## config.mk

```make
export PLATFORM = sky130hd
export DESIGN_NAME = sc_spi_xfer
export DESIGN_NICKNAME = d
export VERILOG_FILES = /design/src/rtl/sc_spi_xfer.sv
export SDC_FILE = /design/constraint.sdc
export NUM_CORES = 1
export LEC_CHECK = 0
export ABC_CLOCK_PERIOD_IN_PS = 2630
export CORE_MARGIN = 3
export CORE_UTILIZATION = 38
export DETAILED_ROUTE_END_ITERATION = 12
export GPL_TIMING_DRIVEN = 0
export PLACE_DENSITY = 0.65
export SETUP_SLACK_MARGIN = 0.2
export SLEW_MARGIN = 20
export SYNTH_ARGS = -nofsm -noshare
export SYNTH_HDL_FRONTEND = slang
export SYNTH_SLANG_ARGS = --single-unit
```

## constraint.sdc

```tcl
create_clock -name SPICLK -period 2.63 [get_ports SPICLK]
set_input_delay 0.263 -clock SPICLK [delete_from_list [all_inputs] [get_ports SPICLK]]
set_output_delay 0.263 -clock SPICLK [all_outputs]
set_load 0.02 [all_outputs]
```

## src/rtl/sc_spi_xfer.sv

```systemverilog
// Transfer sequencer in front of the SPI engine: latches per-transfer settings,
// holds the TX word buffer for the engine and captures returned RX words.
module sc_spi_xfer #(
    parameter int NUM_WORDS = 16
) (
    input  logic        SPICLK,
    input  logic        SYSRSTB,
    input  logic        XSTART,
    input  logic [8:0]  XLEN,
    input  logic [4:0]  XCSSEL,
    input  logic        XCSEXT,
    input  logic        XBORDER,
    output logic        XBUSY,
    output logic        XDONE,
    output logic        XOVR,
    input  logic        XOVRCLR,
    input  logic        TXWE,
    input  logic [3:0]  TXWADDR,
    input  logic [31:0] TXWDATA,
    input  logic [3:0]  RXRADDR,
    output logic [31:0] RXRDATA,
    output logic [4:0]  RXCNT,
    output logic        SPISTART,
    input  logic        SPIBUSY,
    output logic [8:0]  DWIDTH,
    output logic [4:0]  CSSEL,
    output logic        CSEXTEND,
    output logic        BORDER,
    input  logic [3:0]  TXDPT,
    output logic [31:0] TXDATA,
    input  logic [31:0] RXDATA,
    input  logic        RXVALID,
    input  logic [3:0]  RXDPT
);
    typedef enum logic [1:0] {IDLE, REQ, RUN, DONE} state_t;

    state_t                        state_q;
    logic [NUM_WORDS-1:0][31:0]    txbuf_q;
    logic [NUM_WORDS-1:0][31:0]    rxbuf_q;
    logic [31:0]                   rxrdata_q;
    logic [4:0]                    rxcnt_q;
    logic [8:0]                    dwidth_q;
    logic [4:0]                    cssel_q;
    logic                          csext_q;
    logic                          border_q;
    logic                          spistart_q;
    logic                          xbusy_q;
    logic                          xdone_q;
    logic                          xovr_q;
    logic                          last_q;
    logic                          capture;
    logic                          last_hit;

    assign capture  = RXVALID && (state_q == REQ || state_q == RUN);
    // The final word and the engine going idle can land in the same cycle.
    assign last_hit = capture && (RXDPT == dwidth_q[8:5]);

    always_ff @(posedge SPICLK or negedge SYSRSTB) begin
        if (!SYSRSTB) begin
            state_q    <= IDLE;
            spistart_q <= 1'b0;
            xbusy_q    <= 1'b0;
            xdone_q    <= 1'b0;
            xovr_q     <= 1'b0;
            rxcnt_q    <= '0;
            last_q     <= 1'b0;
            dwidth_q   <= '0;
            cssel_q    <= '0;
            csext_q    <= 1'b0;
            border_q   <= 1'b0;
        end else begin
            xdone_q <= 1'b0;
            case (state_q)
                IDLE: if (XSTART) begin
                    dwidth_q   <= XLEN;
                    cssel_q    <= XCSSEL;
                    csext_q    <= XCSEXT;
                    border_q   <= XBORDER;
                    rxcnt_q    <= '0;
                    last_q     <= 1'b0;
                    spistart_q <= 1'b1;
                    xbusy_q    <= 1'b1;
                    state_q    <= REQ;
                end
                REQ: if (SPIBUSY) begin
                    spistart_q <= 1'b0;
                    state_q    <= RUN;
                end
                RUN: if (!SPIBUSY && (last_q || last_hit)) begin
                    xdone_q <= 1'b1;
                    state_q <= DONE;
                end
                DONE: begin
                    xbusy_q <= 1'b0;
                    state_q <= IDLE;
                end
                default: state_q <= IDLE;
            endcase
            if (capture) begin
                if (rxcnt_q != 5'd16) rxcnt_q <= rxcnt_q + 5'd1;
                if (last_hit) last_q <= 1'b1;
            end
            if (XSTART && xbusy_q) xovr_q <= 1'b1;
            else if (XOVRCLR)      xovr_q <= 1'b0;
        end
    end

    // Buffers are flops so reset can clear them along with everything else.
    always_ff @(posedge SPICLK or negedge SYSRSTB) begin
        if (!SYSRSTB) begin
            txbuf_q   <= '0;
            rxbuf_q   <= '0;
            rxrdata_q <= '0;
        end else begin
            if (TXWE && state_q == IDLE) txbuf_q[TXWADDR] <= TXWDATA;
            if (capture) rxbuf_q[RXDPT] <= RXDATA;
            rxrdata_q <= rxbuf_q[RXRADDR];
        end
    end

    assign TXDATA   = txbuf_q[TXDPT];
    assign RXRDATA  = rxrdata_q;
    assign RXCNT    = rxcnt_q;
    assign SPISTART = spistart_q;
    assign XBUSY    = xbusy_q;
    assign XDONE    = xdone_q;
    assign XOVR     = xovr_q;
    assign DWIDTH   = dwidth_q;
    assign CSSEL    = cssel_q;
    assign CSEXTEND = csext_q;
    assign BORDER   = border_q;
endmodule

```

* Word level (Yosys, flattened, before mapping)
Cells that the tools add are included.
** Storage, ports and cells
- Input bits :: 103
- Bits in registers :: 1084
** Cells by class
- Order comparisons :: 6
- Mux-type cells :: 30
- Reductions and logical operators :: 18
- Add/sub/neg operators :: 1
- Equality and inequality tests :: 8
** Operator list (count)
- 512-bit bitwise mux :: 2
- 32-bit binary-select mux with 4-bit select :: 2
- 32-bit demux with 4-bit select :: 2
- 32-bit two-way mux :: 4
- 4-bit by 5-bit less-than comparator with 1-bit output, second input constant :: 4
- 5-bit two-way mux :: 4
- 1-bit two-way mux :: 10
- 4-bit by 1-bit greater-or-equal comparator with 1-bit output, second input constant :: 2
- 2-bit case mux with 4 select lines :: 1
- 1-bit logical AND :: 7
- 2-bit two-way mux :: 3
- 3-bit AND reduction :: 2
- 2-bit nonzero test :: 3
- 5-bit by 1-bit adder with 5-bit output, second input constant :: 1
- 5-bit inequality test, second input constant :: 1
- 2-bit equality test, second input constant :: 2
- 4-bit equality test :: 1
- 2-bit inequality test, second input constant :: 2
- 1-bit case mux with 2 select lines :: 2
- 2-bit AND reduction :: 2
- 2-bit by 1-bit equality test with 1-bit output, second input constant :: 1
- 2-bit logical NOT :: 1
- 1-bit logical OR :: 2
- 2-bit by 1-bit inequality test with 1-bit output, second input constant :: 1
- 1-bit logical NOT :: 1

* Logic depth before layout (Yosys ltp)
Gate-level depths: netlist of the first run.
- Word-level depth :: 8
- Depth in mapped cells :: 9
- Depth with buffers taken out :: 6

* Least setup slack after synthesis of the first run
Ideal clock, no wire load.
- Path type :: flip-flop to flip-flop
- From :: register state_q[0]
- To :: register rxbuf_q[65] in the netlist's numbering
- Slack :: 0.555 ns
- Cell stages (with the launch flop) :: 10
- Arrival :: 1.950 ns
- Period minus slack after synthesis :: 2.075 ns
- Data required time :: 2.505 ns
- Cell sequence :: dfrtp_1 -> inv_1 -> ha_1 -> and2_1 -> buf_4 -> nand3b_4 -> or3_1 -> buf_2 -> buf_6 -> mux2_4
** Between the ends
- Cells in the longest elaborated chain, start to end :: 3
- Elaborated cells on any way between the ends :: 4
- Those cells by class :: eq/ne (2); reduce/logical (2)
** RTL lines
- start, declared :: line 37 : state_t state_q;
- start signal, assigned :: line 60 : state_q <= IDLE;
- start signal, assigned :: line 83 : state_q <= REQ;
- start signal, assigned :: line 87 : state_q <= RUN;
- 2-bit by 1-bit equality test with 1-bit output or 2-bit equality test (tied branches) :: line 54 : assign capture = RXVALID && (state_q == REQ || state_q == RUN);
- 1-bit logical OR (*) :: line 54
- 1-bit logical AND (*) :: line 54
- end signal, assigned :: line 112 : rxbuf_q <= '0;
- end signal, assigned by index :: line 116 : if (capture) rxbuf_q[RXDPT] <= RXDATA;
- end, declared :: line 39 : logic [NUM_WORDS-1:0][31:0] rxbuf_q;
Every way passes the cells marked *; elsewhere a longest branch is shown, timed or not.
A chain may end at the register's enable or synchronous reset.

* Worst setup path after layout of the first run
- From :: register txbuf_q[107] in the netlist's numbering
- To :: output port TXDATA[11]
** Between the ends
- Cells in the longest elaborated chain, start to end :: 2
** RTL lines
- start, declared :: line 38 : logic [NUM_WORDS-1:0][31:0] txbuf_q;
- start signal, assigned :: line 111 : txbuf_q <= '0;
- start signal, assigned by index :: line 115 : if (TXWE && state_q == IDLE) txbuf_q[TXWADDR] <= TXWDATA;
- 32-bit binary-select mux with 4-bit select :: line 121 : assign TXDATA = txbuf_q[TXDPT];
- 32-bit two-way mux (not written as such) :: line 121
- end, declared :: line 30 : output logic [31:0] TXDATA,
Every way passes these cells. The select of a mux whose other input is x is not followed.

==> results.sh, run 1 <==
export IMPL_run_status="finished with violations"
export IMPL_cts_sinks=1084
export IMPL_commonest_non_fill_non_tap_cells_in_the_layout="dfrtp_1, mux2_2, mux4_2"
export IMPL_grt_setup_unrepaired="true"
export IMPL_worst_path_max_delay_cell="mux4_2"
export IMPL_cp_data_required_time_ns=2.37
export IMPL_clockRootBuffer="clkbuf_16"
export IMPL_setup_violations_final=0
export IMPL_nets=3406
export IMPL_gp_congestion=0.786
export IMPL_die_w_um=363
export IMPL_synth_top_area_share_pct=55.9
export IMPL_globalRouteTotalUtil_pct=18.2
export IMPL_post_route_period_util_pct=92.6
export IMPL_detail_route_wl_per_cell_um=23.8
export IMPL_later_pin_clock_latency_in_the_skew_report_ns=0.71
export IMPL_drt_vias_per_instance=5.36
export IMPL_power_density_mw_per_mm2=1040
export IMPL_post_synth_edffs=0
export IMPL_timing_critical_path_slowest_cell_delay_ns=0.48
export IMPL_finalCriticalPeriod_ns=2.43
export IMPL_port_buffers=183
export IMPL_final_hold_worst_slack_ns=-0.560
export IMPL_worstSetupStartpointType="flip-flop"
export IMPL_most_frequent_standard_cell_in_the_layout_excluding_fill_and_tap_cells="dfrtp_1"
export IMPL_drive_gt1_share_pct=52.6
export IMPL_timing_max_transition_violations_final=0
export IMPL_crit_path_max_fanout=2
export IMPL_dr_total_vias=27000
export IMPL_post_dp_hpwl_mm=81.2
export IMPL_drt_first_pass_iters=5
export IMPL_cells_along_the_critical_path="mux4_2, a22oi_2, nand2_2, buf_6"
export IMPL_synth_top_cells_by_area="dfrtp_1, mux2_2, mux4_2, mux2_4, a22oi_1"
export IMPL_grt_max_degree=149
export IMPL_ys_ff_latch=1084
export IMPL_dieArea_mm2=0.132
export IMPL_yosysSeqAreaShare_pct=55.9
export IMPL_post_synth_instance_area_mm2=0.0486
export IMPL_synth_async_reset_ratio_pct=100
export IMPL_violations="hold timing"
export IMPL_max_slew_margin_pct=28.6
export IMPL_numCtsBuffers=114
export IMPL_detail_route_wirelength_mm=120
export IMPL_rows=130
export IMPL_synth_warning_count=0
export IMPL_arrival_ns=2.17
export IMPL_ys_types=42
export IMPL_number_of_antenna_violations_at_the_first_check_in_global_routing=6
export IMPL_ioPinCount=192
export IMPL_layout_core_utilization_pct=45.6
export IMPL_finalHoldViolations=293
export IMPL_clk_path_buf_depth=3
export IMPL_cts_tree="done"
export IMPL_criticalPathCategory="flip-flop to primary output"
export IMPL_max_clock_freq_mhz=411
export IMPL_detail_route_drc_violations=0
export IMPL_core_area_mm2=0.126
export IMPL_hold_path_class="input port to async pin"
export IMPL_end_kind="primary output"
export IMPL_drt_first_iter_violations=1387
export IMPL_syn2layout_area_growth_pct=18.6
export IMPL_htree_num_levels=3
export IMPL_static_leakage_power_nw=26.3
export IMPL_postSynthNetCount=3063
export IMPL_syn_area_per_cell_um2=16.4
export IMPL_worst_clock_skew_ns=0.0170
export IMPL_ant_nets_after_route=0
export IMPL_dieHeight_um=363
export IMPL_first_global_vias=28900
export IMPL_timing_max_cap_violations=0
export IMPL_syn_inst_count=2954
export IMPL_initial_core_utilization_pct=38.5
export IMPL_gr_total_overflow=0
export IMPL_post_synth_top_area_cell="dfrtp_1"
export IMPL_clkSlewWorstSetupHoldPaths_ns=0.06
export IMPL_yosys_most_used_dff="dfrtp_1"
export IMPL_ir_drop_mv=0.770
export IMPL_timing_worst_slew_pin_value_ns=1.07
export IMPL_wire_length_of_the_first_global_routing_pass_mm=184
==> power by group <==
group,internal (mW),leakage [nW],switching [mW],total (mW)
registers,23.8,14.0,3.57,27.3
clock network,9.48,1.88,6.82,16.3
logic,10.2,10.4,5.87,16.1
==> worst max-delay path, delay by kind of cell, from the launching register on <==
family	cells	cell delay (ns)
AO/OA/AOI/OAI	1	0.32
buffers and inverters	1	0.15
flip-flops	1	0.39
multiplexers	1	0.48
AND/OR/NAND/NOR	1	0.12
==> final cells by class <==
cell class	instances	area (µm²)
Buffer	262	1550
Tap cell	1650	2060
Clock buffer	167	3340
Timing Repair Buffer	227	2430
Sequential cell	1084	27100
Fill cell	11100	68600
Clock inverter	43	453
Multi-Input combinational cell	1598	20600
Inverter	10	37.5
Antenna cell	2	5.00
==> worst paths after layout <==
path	startpoint	to	slack, ns	depth (start not counted)
setup / recovery	txbuf_q[107]$_DFFE_PN0P_	TXDATA[11]	0.20	4
hold / removal	SYSRSTB	txbuf_q[358]$_DFFE_PN0P_	-0.56	1
setup reg to reg	state_q[1]$_DFFE_PN0P_	rxbuf_q[85]$_DFFE_PN0P_	0.21	9
hold reg to reg	txbuf_q[53]$_DFFE_PN0P_	txbuf_q[53]$_DFFE_PN0P_	0.48	1
max in group asynchronous	SYSRSTB	rxbuf_q[380]$_DFFE_PN0P_	0.83	5
min in group SPICLK	XOVRCLR	XOVR$_DFFE_PN0P_	0.14	2
==> flip-flops by register name (all words and copies together), names as in the netlist <==
signal    cells
XDONE         1
last_q        1
txbuf_q     512
XOVR          1
state_q       2
RXRDATA      32
DWIDTH        9
CSEXTEND      1
rxbuf_q     512
XBUSY         1
BORDER        1
RXCNT         5
SPISTART      1
CSSEL         5
==> metal layers <==
metal,wire length [µm],GRT usage (%),up-vias
li1,-,-,11700
met1,53100,24.7,14600
met5,21,0,-
met4,3840,5.35,4
met3,5260,3.47,196
met2,58000,30.0,520
==> timing repair <==
action | CTS | global route
cloned | 1 | 5
setup endpoints to repair | 856 | 824
endpoints found under the hold margin | 212 | 95
setup buffers | 17 | 9
hold buffers | 2 | 2
pin swaps | 42 | 23
resized for setup | 298 | 75
==> per-stage QoR <==
stage	setup WS [ns]	std cells	cell area (µm²)	power (mW)	setup TNS, ns
after floorplan	0.555	2954	48600	38.1	0
after global placement	-49.11	4787	52500	42.8	-
after detailed placement	-0.807	4795	52700	43.3	-292.45
after CTS	0.0359	5025	57100	60.2	0
after global routing	0.0941	5041	57600	62.9	0
final	0.195	5043	57600	59.7	0
==> kinds of logic after synthesis <==
family	count (synthesis)	share of synthesized area, %
XOR/XNOR	4	0.0721
multiplexers	1302	37.5
adder cells (fa/ha/maj)	6	0.155
AND/OR/NAND/NOR	143	1.45
AO/OA/AOI/OAI	143	2.20
flip-flops	1084	55.9
buffers and inverters	272	2.75
==> cells in the mapped netlist (2+ instances only) <==
cell type and count:
nand2_1 77, buf_2 101, nor2_1 26, clkbuf_1 124
o21ai_0 3, nor2b_1 6, mux2_1 38, nand2b_1 3
mux4_2 256, buf_1 5, o31ai_1 3, inv_1 10
a22oi_1 129, nor4_2 2, or3_1 5, ha_1 6
buf_6 18, mux2_2 824, nor3_2 2, nand2b_4 2
or4_1 4, mux2i_1 4, mux2_4 180, nand4b_1 2
buf_4 14, dfrtp_1 1084, nand3_1 5, nand3b_4 2
xnor2_1 4, and2_1 3
Note: power is estimated with default switching activity, not from simulation.
==> run 2, diff against run 1 <==
Settings changed: CAP_MARGIN set to 20.
==> results of run 2 <==
Final layout, timing and power as in run 1 (identical DEF).
